## src/rtl/des_pkg.sv

```systemverilog
// Shared DES key-schedule constants: permutation/shift tables, FSM state type and helpers.
// Bit numbering follows FIPS 46-3: table entry 1 addresses the MSB of the source vector.
package des_pkg;
   localparam int ROUNDS   = 16;
   localparam int SUBKEY_W = 48;

   typedef enum logic [1:0] {IDLE, LOAD, GEN, STREAM} des_ks_state_t;

   localparam int PC1 [56] = '{
      57, 49, 41, 33, 25, 17,  9,  1, 58, 50, 42, 34, 26, 18,
      10,  2, 59, 51, 43, 35, 27, 19, 11,  3, 60, 52, 44, 36,
      63, 55, 47, 39, 31, 23, 15,  7, 62, 54, 46, 38, 30, 22,
      14,  6, 61, 53, 45, 37, 29, 21, 13,  5, 28, 20, 12,  4};

   localparam int PC2 [48] = '{
      14, 17, 11, 24,  1,  5,  3, 28, 15,  6, 21, 10,
      23, 19, 12,  4, 26,  8, 16,  7, 27, 20, 13,  2,
      41, 52, 31, 37, 47, 55, 30, 40, 51, 45, 33, 48,
      44, 49, 39, 56, 34, 53, 46, 42, 50, 36, 29, 32};

   localparam logic [1:0] SHIFT [16] = '{
      2'd1, 2'd1, 2'd2, 2'd2, 2'd2, 2'd2, 2'd2, 2'd2,
      2'd1, 2'd2, 2'd2, 2'd2, 2'd2, 2'd2, 2'd2, 2'd1};

   // Parity bits (8,16,..,64) never appear in PC1, so they drop out here.
   function automatic logic [55:0] pc1(input logic [63:0] k);
      logic [55:0] r;
      r = '0;
      for (int i = 0; i < 56; i++) r[55-i] = k[64-PC1[i]];
      return r;
   endfunction

   function automatic logic [SUBKEY_W-1:0] pc2(input logic [55:0] cd);
      logic [SUBKEY_W-1:0] r;
      r = '0;
      for (int i = 0; i < 48; i++) r[47-i] = cd[56-PC2[i]];
      return r;
   endfunction
endpackage

```

## src/rtl/des_key_schedule_if.sv

```systemverilog
// Request / subkey-stream bundle between the key schedule and its requester/consumer.
interface des_key_schedule_if;
   import des_pkg::*;

   logic                start;
   logic [63:0]         key_in;
   logic                decrypt_en;
   logic                busy;
   logic                sk_valid;
   logic                sk_ready;
   logic [SUBKEY_W-1:0] sk_data;
   logic [3:0]          sk_round;
   logic                sk_last;
   logic                done;

   modport master (output start, key_in, decrypt_en, sk_ready,
                   input  busy, sk_valid, sk_data, sk_round, sk_last, done);
   modport slave  (input  start, key_in, decrypt_en, sk_ready,
                   output busy, sk_valid, sk_data, sk_round, sk_last, done);
endinterface

```

## src/rtl/des_key_round.sv

```systemverilog
// One key-schedule step: rotate the C/D halves left by 1 or 2 and derive the PC-2 subkey.
module des_key_round
   import des_pkg::*;
(
   input  logic [27:0]         c_in,
   input  logic [27:0]         d_in,
   input  logic [1:0]          shift,
   output logic [27:0]         c_out,
   output logic [27:0]         d_out,
   output logic [SUBKEY_W-1:0] subkey
);
   always_comb begin
      if (shift == 2'd2) begin
         c_out = {c_in[25:0], c_in[27:26]};
         d_out = {d_in[25:0], d_in[27:26]};
      end else begin
         c_out = {c_in[26:0], c_in[27]};
         d_out = {d_in[26:0], d_in[27]};
      end
      subkey = pc2({c_out, d_out});
   end
endmodule

```

## src/rtl/des_key_schedule.sv

```systemverilog
// Expands one DES key into 16 subkeys (one per cycle) and streams them in encrypt or
// decrypt order over a valid/ready port.
module des_key_schedule #(
   parameter int ROUNDS   = 16,
   parameter int SUBKEY_W = 48
) (
   input  logic              clk,
   input  logic              reset,
   des_key_schedule_if.slave kif
);
   import des_pkg::*;

   des_ks_state_t       state_q, state_d;
   logic [63:0]         key_q, key_d;
   logic                dec_q, dec_d;
   logic [27:0]         c_q, c_d, d_q, d_d;
   logic [3:0]          n_q, n_d;
   logic                busy_q, busy_d;
   logic                done_q, done_d;
   logic [SUBKEY_W-1:0] sk_data_q, sk_data_d;
   logic [3:0]          sk_round_q, sk_round_d;
   logic [SUBKEY_W-1:0] store_q [ROUNDS];
   logic [SUBKEY_W-1:0] store_d [ROUNDS];

   logic [27:0]         c_rot, d_rot;
   logic [SUBKEY_W-1:0] subkey;
   logic [55:0]         cd0;
   logic [3:0]          slot_nxt, idx_nxt;
   logic                xfer;

   des_key_round u_round (
      .c_in  (c_q),
      .d_in  (d_q),
      .shift (SHIFT[n_q]),
      .c_out (c_rot),
      .d_out (d_rot),
      .subkey(subkey)
   );

   assign cd0      = pc1(key_q);
   assign xfer     = (state_q == STREAM) && kif.sk_ready;
   // n_q doubles as the GEN round counter and the STREAM slot counter.
   assign slot_nxt = n_q + 4'd1;
   assign idx_nxt  = dec_q ? ~slot_nxt : slot_nxt;

   assign kif.busy     = busy_q;
   assign kif.done     = done_q;
   assign kif.sk_data  = sk_data_q;
   assign kif.sk_round = sk_round_q;
   assign kif.sk_valid = (state_q == STREAM);
   assign kif.sk_last  = (state_q == STREAM) && (n_q == 4'hF);

   always_comb begin
      state_d    = state_q;
      key_d      = key_q;
      dec_d      = dec_q;
      c_d        = c_q;
      d_d        = d_q;
      n_d        = n_q;
      busy_d     = busy_q;
      done_d     = 1'b0;
      sk_data_d  = sk_data_q;
      sk_round_d = sk_round_q;
      store_d    = store_q;
      case (state_q)
         IDLE: if (kif.start) begin
            key_d   = kif.key_in;
            dec_d   = kif.decrypt_en;
            busy_d  = 1'b1;
            state_d = LOAD;
         end
         LOAD: begin
            c_d     = cd0[55:28];
            d_d     = cd0[27:0];
            n_d     = 4'd0;
            state_d = GEN;
         end
         GEN: begin
            c_d          = c_rot;
            d_d          = d_rot;
            store_d[n_q] = subkey;
            n_d          = slot_nxt;
            if (n_q == 4'hF) begin
               // K16 is still in flight this cycle, so decrypt order bypasses the store.
               state_d    = STREAM;
               sk_round_d = dec_q ? 4'd15 : 4'd0;
               sk_data_d  = dec_q ? subkey : store_q[0];
            end
         end
         STREAM: if (xfer) begin
            if (n_q == 4'hF) begin
               state_d    = IDLE;
               busy_d     = 1'b0;
               done_d     = 1'b1;
               n_d        = 4'd0;
               sk_data_d  = '0;
               sk_round_d = 4'd0;
            end else begin
               n_d        = slot_nxt;
               sk_round_d = idx_nxt;
               sk_data_d  = store_q[idx_nxt];
            end
         end
         default: state_d = IDLE;
      endcase
   end

   always_ff @(posedge clk or negedge reset) begin
      if (!reset) begin
         state_q    <= IDLE;
         key_q      <= '0;
         dec_q      <= 1'b0;
         c_q        <= '0;
         d_q        <= '0;
         n_q        <= '0;
         busy_q     <= 1'b0;
         done_q     <= 1'b0;
         sk_data_q  <= '0;
         sk_round_q <= '0;
         store_q    <= '{default: '0};
      end else begin
         state_q    <= state_d;
         key_q      <= key_d;
         dec_q      <= dec_d;
         c_q        <= c_d;
         d_q        <= d_d;
         n_q        <= n_d;
         busy_q     <= busy_d;
         done_q     <= done_d;
         sk_data_q  <= sk_data_d;
         sk_round_q <= sk_round_d;
         store_q    <= store_d;
      end
   end
endmodule

```

## src/flat_wrapper.sv

```systemverilog
// flat-port wrapper written by rule: the top's interface ports become plain ports
module des_key_schedule_flat import des_pkg::*;
#(
   parameter int ROUNDS   = 16,
   parameter int SUBKEY_W = 48
)
  (clk, reset, kif_start, kif_key_in, kif_decrypt_en, kif_sk_ready, kif_busy, kif_sk_valid, kif_sk_data, kif_sk_round, kif_sk_last, kif_done);
  des_key_schedule_if kif_i ();
  input  logic clk;
  input  logic reset;
  input wire logic [$bits(kif_i.start)-1:0] kif_start;
  input wire logic [$bits(kif_i.key_in)-1:0] kif_key_in;
  input wire logic [$bits(kif_i.decrypt_en)-1:0] kif_decrypt_en;
  input wire logic [$bits(kif_i.sk_ready)-1:0] kif_sk_ready;
  output wire logic [$bits(kif_i.busy)-1:0] kif_busy;
  output wire logic [$bits(kif_i.sk_valid)-1:0] kif_sk_valid;
  output wire logic [$bits(kif_i.sk_data)-1:0] kif_sk_data;
  output wire logic [$bits(kif_i.sk_round)-1:0] kif_sk_round;
  output wire logic [$bits(kif_i.sk_last)-1:0] kif_sk_last;
  output wire logic [$bits(kif_i.done)-1:0] kif_done;
  assign kif_i.start = kif_start;
  assign kif_i.key_in = kif_key_in;
  assign kif_i.decrypt_en = kif_decrypt_en;
  assign kif_i.sk_ready = kif_sk_ready;
  assign kif_busy = kif_i.busy;
  assign kif_sk_valid = kif_i.sk_valid;
  assign kif_sk_data = kif_i.sk_data;
  assign kif_sk_round = kif_i.sk_round;
  assign kif_sk_last = kif_i.sk_last;
  assign kif_done = kif_i.done;
  des_key_schedule #(.ROUNDS(ROUNDS), .SUBKEY_W(SUBKEY_W)) u_core (.clk(clk), .reset(reset), .kif(kif_i));
endmodule
```

## config.mk

```make
export PLATFORM = sky130hd
export DESIGN_NAME = des_key_schedule_flat
export DESIGN_NICKNAME = d
export VERILOG_FILES = /design/src/rtl/des_pkg.sv /design/src/rtl/des_key_schedule_if.sv /design/src/rtl/des_key_round.sv /design/src/rtl/des_key_schedule.sv /design/src/flat_wrapper.sv
export SDC_FILE = /design/constraint.sdc
export NUM_CORES = 2
export LEC_CHECK = 0
export ABC_AREA = 1
export BUFFER_PORTS_ARGS = -buffer_cell sky130_fd_sc_hd__buf_2
export CORE_MARGIN = 5
export CORE_UTILIZATION = 30
export CTS_BUF_LIST = sky130_fd_sc_hd__clkbuf_16
export CTS_CLUSTER_DIAMETER = 40
export DETAILED_ROUTE_END_ITERATION = 6
export HOLD_SLACK_MARGIN = 0.15
export PLACE_DENSITY = 0.47
export SETUP_SLACK_MARGIN = 0.1
export SLEW_MARGIN = 30
export SYNTH_ARGS = -nofsm -noshare
export SYNTH_HDL_FRONTEND = slang
export SYNTH_SLANG_ARGS = --single-unit
```

## constraint.sdc

```tcl
create_clock -name clk -period 4.24 [get_ports clk]
set_clock_uncertainty 0.1 [all_clocks]
set_input_delay 0.212 -clock clk [delete_from_list [all_inputs] [get_ports clk]]
set_output_delay 0.212 -clock clk [all_outputs]
set_load 0.01 [all_outputs]
```

==> metrics.md <==
| Metric | Value |
|---|---|
| DRC Markers | 2 |
| First-pass GRT wire length | 263,600 µm |
| Number of DRC markers in iteration 0 | 3,724 |
| RSZ-0062 raised after global routing | no |
| Final Max Tran Viols | 0 |
| GRT Util Overall | 0.2116 |
| Starting density of the core | 0.3016 |
| Number of enable flip-flop cells after synthesis | 0 |
| Final ANT Viol Nets | 0 |
| Num CTS Buffers | 147 |
| Fin cells | 7,904 |
| Setup-failing EPs final | 0 |
| Core Region | 154,000 µm² |
| Boundary Pins | 125 |
| Peak supply drop | 0.8655 mV |
| Pre-Repair DR Iteration Count | 7 |
| Syn nets | 5,815 |
| WS Path Type | register to register |
| Cell taking the most area after synthesis | dfrtp_1 |
| Root buf cell | clkbuf_16 |
| DP Area | 48,940 µm² |
| Final #Nets | 5,814 |
| Routed length per instance | 22.02 µm |
| Vias in the first global route | 39,480 |
| Worst endpoint data arrival time | 3.98 ns |
| Syn Std Cell Area | 46,460 µm² |
| Cell Pwr Density | 814.5 nW/µm² |
| CP Capture Type | register |
| Slowest cell on the critical path | dfrtp_1 |
| Htree depth | 4 |
| Synth cell types | 30 |
| Drt total wl | 174,000 µm |
| Largest net degree at the start of global routing | 118 |
| Via Count | 40,330 |
| Post-synth top cells | nand2_1, nand3_1, dfrtp_1 |
| Initial antenna violation count | 0 |
| Cts hold-fix bufs | 119 |
| Status | finished, violations left |
| Fin Setup TNS | 0 ns |
| Ranking of synthesized cells by area | dfrtp_1, nand2_1, nand3_1, o21ai_0, o21ai_2 |
| Fillers | 16,220 |
| Sequential cell area fraction in the yosys report | 0.5068 |
| Final GP Congestion | 0.8132 |
| Placed Cells incl. Taps | 7,510 |
| Via density | 5.103 |
| Worst hold slack | 0.2227 ns |
| Worst Path Max Fanout | 66 |
| Yosys reg bits | 941 |
| CTS tree | yes |
| Postcts setup bufs | 0 |
| Worst skew pair latency | 0.77 ns |
| # clock sinks | 941 |
| Pleak | 24.86 nW |
| Min-Delay Path Class | input port to async pin |
| Syn_area_per_cell | 8.101 µm² |
| Post-CTS Resized | 0 |
| Final instance area | 55,190 µm² |
| Post-synthesis instance total | 5,736 |
| Count leader, synth | nand2_1 |
| Port bufs | 116 |
| Final min period | 3.381 ns |
| Setup slack at placement | 0.9220 ns |
| Slew HR | 0.3214 |
| Max Cap Viol | 0 |
| Total grt overflow | 0 |
| Die H | 403.6 µm |
| Yosys top cell area share | 0.5068 |
| Die area | 162,900 µm² |
| Worst slew pin tran | 1.018 ns |
| Share of cells above drive strength 1 | 0.1434 |
| Crit share post-route | 0.7974 |
| CTS clk-pin slew, worst paths | 0.05 ns |
| CP max stage delay | 0.71 ns |
| Max Root-Sink Buffers | 3 |
| Row cnt | 144 |
| Syn-to-layout area delta | 18.77% |
| Top FF cell, synth | dfrtp_1 |
| Worst path cell trace | inv_2 > ha_1 > inv_1 > nand2_1 > nand2_4 > inv_8 > buf_4 > nand3_1 > nand3_1 > nand2_1 > nand2_1 > nand3_1 > a21oi_1 |
| Post-DP HPWL | 95,880 µm |
| Failing checks | DRC |
| Die Width | 403.6 µm |
| Warning count from the yosys run | 0 |
| Max frequency | 295.8 MHz |
| Final setup margin | 0.8592 ns |
| Async S/R FF share, synth | 1.000 |
| Final hold violation count | 0 |
| Crit start category | register |
| Critical path required time | 4.83 ns |
-- report_power, final --
group | internal, mW | switching [mW] | leakage, nW
sequential | 10.8 | 1.47 | 12.5
combinational | 5.67 | 14.6 | 9.85
clock | 7.68 | 4.67 | 2.47
-- cell families (layout without fill, tap and decap cells) --
family / after synthesis / after routing / synth area share
other: 0 / 1 / 0
AND/OR/NAND/NOR: 2831 / 2831 / 0.2656
adder cells (fa/ha/maj): 10 / 10 / 0.002693
buffers and inverters: 905 / 1028 / 0.08345
XOR/XNOR: 2 / 2 / 0.0003771
multiplexers: 54 / 54 / 0.01309
flip-flops: 941 / 941 / 0.5068
AO/OA/AOI/OAI: 993 / 993 / 0.1280
-- cell usage in the layout (no fill, tap or decap), types with 3 or more instances in the layout --
cell           instances
clkinv_2              19
o22ai_1                9
o21ai_2              240
dlygate4sd3_1        118
nand2_1             1428
nand3_1             1059
nand2_8                4
buf_2                115
nand4_1               48
mux2_2                54
inv_1                384
clkinv_1              18
buf_12                42
o21ai_1              127
clkbuf_16            153
ha_1                   7
nand2_2                4
inv_2                 33
bufinv_16             18
clkinv_4               9
o21ai_0              461
dfrtp_1              940
and2_1                21
nand3_4                3
o211ai_1              21
inv_6                  7
nor2_1               193
buf_4                 82
nand3b_1              48
nand2_4               20
clkinvlp_4            22
a21oi_1              132
-- per-stage QoR --
step | total power [mW] | utilization
after floorplan | 25.03 | -
after global placement | 32.54 | 0.3176
after detailed placement | 32.63 | 0.3177
after CTS | 45.22 | 0.3581
after global routing | 47.68 | 0.3582
final | 44.95 | 0.3583
-- state kept, by name, summed over array words and instances, names as in the netlist --
signal / cells
u_core.kif.busy: 1
u_core.kif.sk_round: 4
u_core.state_q: 2
u_core.c_q: 28
u_core.kif.done: 1
u_core.store_q: 768
u_core.kif.sk_data: 48
u_core.dec_q: 1
u_core.d_q: 28
u_core.key_q: 56
u_core.n_q: 4
-- worst paths after layout --
| kind | startpoint | to | slack (ns) | cells past startpoint |
|---|---|---|---|---|
| max in group asynchronous | reset | u_core.store_q[255] | 3.08 | 3 |
| worst min-delay path | reset | u_core.store_q[187] | 0.22 | 3 |
| worst min register to register | u_core.store_q[297] | u_core.store_q[297] | 0.37 | 2 |
| worst max-delay path | u_core.n_q[0] | u_core.kif.sk_data[46] | 0.86 | 13 |
| min in group clk | u_core.store_q[297] | u_core.store_q[297] | 0.37 | 2 |
| worst max register to register | u_core.n_q[0] | u_core.kif.sk_data[46] | 0.86 | 13 |
-- area by class of cell --
class,count,area [µm²],share of cell area
inverter,396,1496,0.02712
timing repair buffer,359,3256,0.05899
clock buffer,153,3829,0.06938
clock inverter,120,1181,0.02140
tap,2044,2557,0.04634
multi-input combinational,3890,19310,0.3500
sequential,941,23550,0.4267
antenna,1,2.502,0.00004534
-- layer usage --
layer / global-route usage / wire [µm] / vias up
met3: 0.02887 / 8601 / 266
met2: 0.3417 / 81000 / 1147
met4: 0.06746 / 5379 / 0
li1: - / - / 19010
met1: 0.2944 / 79060 / 19910
met5: 0 / 0 / -
-- critical path, delay by kind of cell, from the launching register on --
family	cells	cell delay (ns)
compound gates	1	0.14
simple gates	7	0.72
fa+ha+maj	1	0.35
buf+inv	4	1.22
flops	1	0.71
Note: power is estimated with default switching activity, not from simulation.
